`config.mk`:
```
export PLATFORM = sky130hd
export DESIGN_NAME = alu_operand_seq
export DESIGN_NICKNAME = d
export VERILOG_FILES = /design/src/rtl/cpu_types_pkg.sv /design/src/rtl/key_debounce.sv /design/src/rtl/alu_operand_seq.sv
export SDC_FILE = /design/constraint.sdc
export NUM_CORES = 1
export LEC_CHECK = 0
export CAP_MARGIN = 25
export CORE_ASPECT_RATIO = 0.9
export CORE_MARGIN = 2
export CORE_UTILIZATION = 42
export CTS_CLUSTER_SIZE = 25
export DETAILED_ROUTE_END_ITERATION = 10
export GPL_ROUTABILITY_DRIVEN = 0
export PLACE_DENSITY_LB_ADDON = 0.3
export SYNTH_ARGS = -nofsm -noshare
export SYNTH_HDL_FRONTEND = slang
export SYNTH_SLANG_ARGS = --single-unit
```
`constraint.sdc`:
```
create_clock -name CLK -period 1.9 [get_ports CLK]
set_input_delay 0.475 -clock CLK [delete_from_list [all_inputs] [get_ports CLK]]
set_output_delay 0.475 -clock CLK [all_outputs]
set_load 0.01 [all_outputs]
```
`src/rtl/cpu_types_pkg.sv`:
```
// rtl/cpu_types_pkg.sv - shared types and constants for the ALU operand sequencer
//
// Purpose : sequencer state encoding, pushbutton index map, ALU opcode type
//           and the switch-to-operand conversion helper.
// Contents: seq_state_t, KEY_ENTER/KEY_CANCEL/KEY_CHAIN, aluop_t, ALUOP_*,
//           operand_value().
package cpu_types_pkg;

   // Encodings are shown directly on the stage LEDs, so they are fixed.
   typedef enum logic [2:0] {
      ST_ENTER_A  = 3'd0,
      ST_ENTER_B  = 3'd1,
      ST_ENTER_OP = 3'd2,
      ST_EXEC     = 3'd3,
      ST_SHOW     = 3'd4
   } seq_state_t;

   localparam int KEY_ENTER  = 0;
   localparam int KEY_CANCEL = 1;
   localparam int KEY_CHAIN  = 2;

   typedef logic [3:0] aluop_t;

   localparam aluop_t ALUOP_AND = 4'h0;
   localparam aluop_t ALUOP_OR  = 4'h1;
   localparam aluop_t ALUOP_ADD = 4'h2;
   localparam aluop_t ALUOP_SUB = 4'h6;

   // sw[16] fills the upper half with ones so negative operands can be keyed in.
   function automatic logic [31:0] operand_value(input logic [16:0] sw_val);
      return {sw_val[16] ? 16'hFFFF : 16'h0000, sw_val[15:0]};
   endfunction

endpackage

```
`src/rtl/key_debounce.sv`:
```
// rtl/key_debounce.sv - synchronizer plus counting debouncer for one active-low key
//
// Purpose : bring a raw pushbutton into the clock domain, accept a level change
//           only after DEBOUNCE_CYCLES consecutive disagreeing samples, and
//           emit a one-cycle pulse on each released-to-pressed transition.
// Ports   : CLK   - clock
//           RST   - synchronous active-high reset
//           key_n - raw key, active-low
//           level - debounced key level (1 = released)
//           press - one-cycle pulse when the debounced level becomes pressed
module key_debounce #(
   parameter int DEBOUNCE_CYCLES = 500000
) (
   input  logic CLK,
   input  logic RST,
   input  logic key_n,
   output logic level,
   output logic press
);

   localparam int CW = $clog2(DEBOUNCE_CYCLES + 1);
   localparam logic [CW-1:0] CNT_MAX = CW'(DEBOUNCE_CYCLES);

   logic          sync1_q, sync2_q;
   logic          level_q, level_d;
   logic          press_q;
   logic [CW-1:0] cnt_q, cnt_d;

   always_comb begin
      cnt_d   = cnt_q;
      level_d = level_q;
      if (sync2_q == level_q) begin
         cnt_d = '0;
      end else begin
         // Saturating count of consecutive disagreeing samples.
         if (cnt_q != CNT_MAX) begin
            cnt_d = cnt_q + CW'(1);
         end
         if (cnt_d == CNT_MAX) begin
            level_d = sync2_q;
         end
      end
   end

   always_ff @(posedge CLK) begin
      if (RST) begin
         sync1_q <= 1'b1;
         sync2_q <= 1'b1;
         level_q <= 1'b1;
         cnt_q   <= '0;
         press_q <= 1'b0;
      end else begin
         sync1_q <= key_n;
         sync2_q <= sync1_q;
         level_q <= level_d;
         cnt_q   <= cnt_d;
         press_q <= level_q & ~level_d;
      end
   end

   assign level = level_q;
   assign press = press_q;

endmodule

```
`src/rtl/alu_operand_seq.sv`:
```
// rtl/alu_operand_seq.sv - pushbutton-driven operand/opcode sequencer in front of the ALU
//
// Purpose : debounce ENTER/CANCEL/CHAIN, step ENTER_A -> ENTER_B -> ENTER_OP ->
//           EXEC -> SHOW, drive porta/portb/aluop and latch the ALU result.
// Ports   : CLK, RST (sync, active-high); key_n[3:0] raw keys (active-low);
//           sw[16:0] switches; porto/negative/overflow/zero from the ALU;
//           porta/portb/aluop to the ALU; result/flags/result_valid latched
//           output; stage = current state for LEDs.
// Config  : OPERAND_SEQ_CHAIN_EN enables the CHAIN key (SHOW -> ENTER_B with
//           porta <= result). Undefined: CHAIN is ignored entirely.
module alu_operand_seq
   import cpu_types_pkg::*;
#(
   parameter int DEBOUNCE_CYCLES = 500000
) (
   input  logic        CLK,
   input  logic        RST,
   input  logic [3:0]  key_n,
   input  logic [16:0] sw,
   input  logic [31:0] porto,
   input  logic        negative,
   input  logic        overflow,
   input  logic        zero,
   output logic [31:0] porta,
   output logic [31:0] portb,
   output aluop_t      aluop,
   output logic [31:0] result,
   output logic [2:0]  flags,
   output logic [2:0]  stage,
   output logic        result_valid
);

   logic enter_p, cancel_p, chain_p;
   logic enter_level, cancel_level, chain_level;

   key_debounce #(.DEBOUNCE_CYCLES(DEBOUNCE_CYCLES)) u_db_enter (
      .CLK   (CLK),
      .RST   (RST),
      .key_n (key_n[KEY_ENTER]),
      .level (enter_level),
      .press (enter_p)
   );

   key_debounce #(.DEBOUNCE_CYCLES(DEBOUNCE_CYCLES)) u_db_cancel (
      .CLK   (CLK),
      .RST   (RST),
      .key_n (key_n[KEY_CANCEL]),
      .level (cancel_level),
      .press (cancel_p)
   );

`ifdef OPERAND_SEQ_CHAIN_EN
   key_debounce #(.DEBOUNCE_CYCLES(DEBOUNCE_CYCLES)) u_db_chain (
      .CLK   (CLK),
      .RST   (RST),
      .key_n (key_n[KEY_CHAIN]),
      .level (chain_level),
      .press (chain_p)
   );
`else
   assign chain_p     = 1'b0;
   assign chain_level = 1'b1;
`endif

   // Debounced levels and the spare key have no consumer here.
   logic unused_ok;
   assign unused_ok = &{1'b0, enter_level, cancel_level, chain_level, key_n[3], key_n[2]};

   seq_state_t  state_q;
   logic [31:0] porta_q, portb_q, result_q;
   aluop_t      aluop_q;
   logic [2:0]  flags_q;
   logic        valid_q;

   always_ff @(posedge CLK) begin
      if (RST) begin
         state_q  <= ST_ENTER_A;
         porta_q  <= '0;
         portb_q  <= '0;
         aluop_q  <= '0;
         result_q <= '0;
         flags_q  <= '0;
         valid_q  <= 1'b0;
      end else begin
         case (state_q)
            ST_ENTER_A: begin
               if (cancel_p) begin
                  state_q <= ST_ENTER_A;
               end else if (enter_p) begin
                  porta_q <= operand_value(sw);
                  state_q <= ST_ENTER_B;
               end
            end
            ST_ENTER_B: begin
               if (cancel_p) begin
                  state_q <= ST_ENTER_A;
               end else if (enter_p) begin
                  portb_q <= operand_value(sw);
                  state_q <= ST_ENTER_OP;
               end
            end
            ST_ENTER_OP: begin
               if (cancel_p) begin
                  state_q <= ST_ENTER_A;
               end else if (enter_p) begin
                  aluop_q <= sw[3:0];
                  state_q <= ST_EXEC;
               end
            end
            ST_EXEC: begin
               // The ALU is combinational off the registered operands, so
               // porto is already valid in this single cycle.
               result_q <= porto;
               flags_q  <= {negative, overflow, zero};
               valid_q  <= 1'b1;
               state_q  <= ST_SHOW;
            end
            ST_SHOW: begin
               if (chain_p) begin
                  porta_q <= result_q;
                  valid_q <= 1'b0;
                  state_q <= ST_ENTER_B;
               end else if (enter_p) begin
                  valid_q <= 1'b0;
                  state_q <= ST_ENTER_A;
               end
            end
            default: state_q <= ST_ENTER_A;
         endcase
      end
   end

   assign porta        = porta_q;
   assign portb        = portb_q;
   assign aluop        = aluop_q;
   assign result       = result_q;
   assign flags        = flags_q;
   assign stage        = state_q;
   assign result_valid = valid_q;

endmodule

```
* After elaboration in Yosys (flattened, before gate mapping)
Cells that the tools add are included.
** Word-level totals
- Register bits after elaboration :: 153
- Bits of input ports :: 58
- Output and inout port bits :: 107
- Logic and storage cells :: 66
** Cells by class
- $add $sub $neg :: 2
- Eq/ne operators :: 14
- Muxes and demuxes :: 19
- Bitwise logic cells :: 5
- Reduce and logical (&&, ||, !) cells :: 9
** Operators by type and width (count)
- $mux W19 :: 4
- $add A19 B1 Y19 const B :: 2
- $eq A19 B19 Y1 const B :: 2
- $ne A19 B19 Y1 const B :: 2
- $mux W3 :: 7
- $mux W16 :: 1
- $pmux W3 S5 :: 1
- $ne A3 B1 Y1 const B :: 3
- $reduce_and A3 Y1 :: 3
- $eq A3 B2 Y1 const B :: 2
- $mux W1 :: 5
- $reduce_and A4 Y1 :: 1
- $reduce_or A2 Y1 :: 2
- $eq A3 B1 Y1 const B :: 1
- $eq A3 B3 Y1 const B :: 1
- $logic_not A3 Y1 :: 1
- $not A1 Y1 :: 3
- $and A1 B1 Y1 :: 2
- $eq A1 B1 Y1 :: 2
- $ne A2 B1 Y1 const B :: 1
- $pmux W1 S2 :: 1
- $reduce_and A2 Y1 :: 1
- $reduce_bool A2 Y1 :: 1

* Depth between registers and ports, before layout
- Word-level depth :: 8
- Gate-level depth with buffers :: 9
- Gate-level depth less buffers :: 9

* Modules after synthesis
Synthesis repeated with hierarchy kept, for this count alone.
** Second synthesis, totals
- Cell total of the unflattened synthesis :: 643
- Area total of the unflattened synthesis :: 5770.5 sq um
** By module, submodules not included
- alu_operand_seq :: times used 1, cells an instance 351, area each 3220.6 sq um, sequential area each 1541.5 sq um
- key_debounce :: times used 2, cells an instance 146, area each 1275.0 sq um, sequential area each 460.4 sq um

* Least setup slack after synthesis
OpenSTA, ideal clock, no wires.
- Path kind :: register -> register
- Start :: register u_db_enter.cnt_q[0]
- End :: register u_db_enter.press_q, in the netlist u_db_enter.press
- Setup time :: 116 ps
- Data arrival time :: 1904 ps
- Data required time :: 1784 ps
- Path slack :: -119 ps
- Cell stages (with the launch flop) :: 8
- Buffers on the path :: 0
- Cells stage by stage :: dfxtp_1 > inv_1 > ha_1 > or4b_1 > nor4_4 > nor4_1 > o2111a_2 > and3_1
** Between the ends
- Cells in the longest elaborated chain, start to end :: 8
- Elaborated cells on any way between the ends :: 9
- Those cells by class :: add/sub: 1; eq/ne: 2; mux: 4; bitwise: 2
** Ends and longest elaborated chain
- start, declared :: line key_debounce.sv:27 : logic [CW-1:0] cnt_q, cnt_d;
- start signal, assigned :: line key_debounce.sv:56 : cnt_q <= cnt_d;
- $add A19 B1 Y19 or $ne A19 B19 Y1 (tied branches) :: line key_debounce.sv:37, key_debounce.sv:36
- $mux W19 * :: line key_debounce.sv:36 : if (cnt_q != CNT_MAX) begin
- $mux W19 * :: line key_debounce.sv:32 : if (sync2_q == level_q) begin
- $eq A19 B19 Y1 * :: line key_debounce.sv:39 : if (cnt_d == CNT_MAX) begin
- $mux W1 * :: line key_debounce.sv:39
- $mux W1 * :: line key_debounce.sv:32
- $not A1 Y1 * :: line key_debounce.sv:57 : press_q <= level_q & ~level_d;
- $and A1 B1 Y1 * :: line key_debounce.sv:57
- end signal, assigned :: line key_debounce.sv:57
- end, declared :: line key_debounce.sv:26 : logic press_q;
Every way passes the cells marked *; elsewhere a longest branch is shown, timed or not. The select of a mux whose other input is x is not followed.
A chain may end at the register's enable or synchronous reset.

* Worst setup path in the final report
- Start :: register u_db_cancel.cnt_q[1]
- End :: register u_db_cancel.level_q, in the netlist u_db_cancel.level
** Between the ends
- Cells in the longest elaborated chain, start to end :: 6
- Elaborated cells on any way between the ends :: 7
- Those cells by class :: add/sub: 1; eq/ne: 2; mux: 4
** Ends and longest elaborated chain
- start, declared :: line key_debounce.sv:27
- start signal, assigned :: line key_debounce.sv:56
- $add A19 B1 Y19 or $ne A19 B19 Y1 (tied branches) :: line key_debounce.sv:37, key_debounce.sv:36
- $mux W19 * :: line key_debounce.sv:36
- $mux W19 * :: line key_debounce.sv:32
- $eq A19 B19 Y1 * :: line key_debounce.sv:39
- $mux W1 * :: line key_debounce.sv:39
- $mux W1 * :: line key_debounce.sv:32
- end signal, assigned :: line key_debounce.sv:55 : level_q <= level_d;
- end, declared :: line key_debounce.sv:25 : logic level_q, level_d;
Marked as above.

==> flow_metrics.tcl <==
set metrics [dict create \
    grt_max_degree 82 \
    hold_viol 0 \
    clock.fmax_mhz 483 \
    worstHoldPathType "in -> reg" \
    path_max_fanout 3 \
    ys_ff_latch 123 \
    power.density_nw_per_um2 740 \
    synth_compound_area_share_pct 11.0 \
    synth-simple-area-share_pct 26.8 \
    whs_path_depth 2 \
    fin_crit_ns 2.07 \
    start_util_pct 42.7 \
    dieArea_um2 13700 \
    violations "setup timing" \
    io_buffers 162 \
    clock_latency_ns 0.42 \
    syn_to_final_growth_pct 55.7 \
    finalNetCount 924 \
    numCtsBuffers 17 \
    synthArstFlopShare_pct 0 \
    r2r_cells 9 \
    maxCapViolCount 0 \
    dr.first_iter.drc_count 313 \
    finClkSkew_ns 0.0188 \
    post-route-util_pct 66.4 \
    vias_per_cell 5.00 \
    synthXorXnorAreaFrac_pct 6.22 \
    ys_types 56 \
    clk_pin_slew_ns 0.05 \
    synth_warnings 0 \
    synth_fa_ha_area_share_pct 0.935 \
    syn_nets 721 \
    drive_above_1_share_pct 18.6 \
    hold_ws_ns 0.378 \
    crit_required_ns 2.23 \
    cp-start-kind "register" \
    wirelength_mm 14.8 \
    die_x_um 123 \
    cp-end-kind "register" \
    ant_nets 0 \
    cts_sinks 123 \
    reg2reg_setup_slack_ns -0.17 \
    drc 0 \
    cts_tree "built" \
    avgRoutedWirePerCell_um 14.3 \
    status "complete, but fails checks" \
    synth_edf_count 0 \
    antenna_cells 0 \
    criticalPathCategory "reg -> reg" \
    slew_violations 0 \
    worstMarginPinSlew_ns 0.586 \
    synthFlopType "dfxtp_1" \
    synth_mux_area_share_pct 1.71 \
    synth_area_um2 5350 \
    finalCritPeriodShare_pct 109 \
    p_leak_nw 3.48 \
    grt_setup_unrepaired "true" \
    firstDrtPassIters 5 \
    ir_worst_vdd_uv 659 \
    ctsLongestPathBuffers 2 \
    grt_pass1_vias 5140 \
    synth_area_per_cell_um2 8.12 \
    num_rows 39 \
    antenna_found_initial 0 \
    relSlewSlack_pct 60.9 \
    setup_ws_ns -0.171 \
    boundaryPins 165 \
    ys_seq_area_share_pct 46.0 \
    vias 5191 \
    fp.dieH_um 111 \
    synth_top_family_by_area "simple AND/OR/NAND/NOR gates" \
    cts_root_buffer "clkbuf_16" \
    arrival_ns 2.40 \
    overflow 0 \
    place_ws_ns -0.237 \
    setup_viol 4 \
    grt_usage_pct 21.8 \
    postLayoutCellArea_um2 8330 \
    dpl_cell_area_um2 7430 \
    core_um2 12500 \
    hpwl_mm 9.99 \
    grt_pass1_wl_mm 23.8 \
    syn_inst 659 \
    h-tree-depth 4 \
]
## critical path, cell delays in order, from the launching register on
cell	delay, ns
dfxtp_2	0.33
inv_2	0.07
ha_4	0.13
nor4b_4	0.17
nand3_1	0.14
or4_4	0.51
a21oi_2	0.13
nand4b_1	0.18
buf_4	0.18
o211ai_1	0.16
## through the flow
step                total power [mW]  TNS [ns]  std cells
finish                          6.16    -0.568       1039
global route                    6.37     -1.21       1039
CTS                             6.23    -0.436       1035
detailed placement              2.83    -0.816        999
global placement                2.82    -0.337        999
floorplan                       2.69    -0.151        659
## kinds of logic (layout without fill, tap and decap cells)
kind of cell / after synthesis / count (layout)
multiplexers: 9 / 9
AND/OR/NAND/NOR: 306 / 306
buffers and inverters: 73 / 289
AO/OA/AOI/OAI: 106 / 106
adder cells (fa/ha/maj): 4 / 4
flip-flops: 123 / 123
XOR/XNOR: 38 / 38
## registers in the layout, indices dropped and copies added, names as in the netlist
register	cells
flags	3
u_db_enter.sync1_q	1
portb	17
u_db_cancel.sync1_q	1
u_db_cancel.sync2_q	1
u_db_enter.press	1
u_db_enter.cnt_q	19
u_db_enter.level	1
result_valid	1
u_db_cancel.level	1
result	32
u_db_enter.sync2_q	1
stage	3
aluop	4
u_db_cancel.press	1
u_db_cancel.cnt_q	19
porta	17
## layer usage
metal / share of wire (%) / routed length, um / vias to the layer above / GRT usage [%]
li1: - / - / 2586 / -
met1: 40 / 5930 / 2443 / 23.6
met2: 53 / 7840 / 140 / 39.1
met3: 5.5 / 809 / 22 / 7.10
met4: 1.8 / 266 / 0 / 8.18
met5: 0 / 0 / - / 0
## Yosys cell counts (3+ instances only)
master,number,area (um^2)
nor3_1,10,50.1
ha_1,4,50.1
mux2i_1,8,80.1
a21oi_1,83,415
inv_1,12,45.0
nand4_1,9,56.3
nor2b_1,4,25.0
nand3_1,15,75.1
buf_4,31,233
xor2_1,21,184
dfxtp_1,123,2460
nor2_1,56,210
buf_2,3,15.0
xnor2_1,17,149
nand2_1,163,612
and3_1,6,37.5
or2_2,4,25.0
a31oi_1,3,18.8
nand2b_1,6,37.5
nor4_1,5,31.3
o21ai_0,6,30.0
or3_1,3,18.8
clkbuf_1,26,97.6
## where the power goes
group / switching [mW] / internal [mW] / total (mW)
registers: 0.00362 / 2.58 / 2.58
logic: 0.0681 / 0.119 / 0.187
clock network: 1.07 / 2.33 / 3.39
## cell usage in the layout (no fill, tap or decap), types with 4 or more instances in the layout
cell type        instances
mux2i_1                  8
a21oi_1                 81
buf_4                   78
dlymetal6s2s_1          29
or2_2                    4
nor2b_1                  4
xnor2_1                 17
o21ai_0                  5
clkbuf_1                 4
nor4_1                   5
dfxtp_4                  5
clkdlybuf4s50_1        127
nor3_1                   8
dfxtp_2                  7
bufinv_16                4
nand4_1                  9
nor2_1                  55
nand3_1                 14
xor2_1                  20
and3_1                   6
nand2_1                161
inv_1                    8
clkbuf_16               17
dfxtp_1                111
dlygate4sd2_1            5
nand2b_1                 6
clkbuf_8                 4
## layout make-up
cell class                 count  area, um^2
clock buffer                  25         495
clock inverter                 7         135
fill                         916        4210
inverter                      13        51.3
multi-input combinational    463        2620
sequential                   123        2490
tap                          164         205
timing repair buffer         244        2330
## worst paths after layout
check,end,from
setup / recovery,u_db_cancel.level$_SDFF_PP1_,u_db_cancel.cnt_q[1]$_SDFF_PP0_
hold / removal,u_db_enter.sync1_q$_SDFF_PP1_,RST
setup reg to reg,u_db_cancel.level$_SDFF_PP1_,u_db_cancel.cnt_q[1]$_SDFF_PP0_
hold reg to reg,u_db_cancel.sync2_q$_SDFF_PP1_,u_db_cancel.sync1_q$_SDFF_PP1_
## timing repair
action / CTS / global route
gates resized for setup: 24 / 49
buffers inserted: 5 / 4
endpoints found under the setup margin: 41 / 37
hold buffers: 0 / 0
pin swaps: 6 / 13
Power figures use the tool's default switching activity.
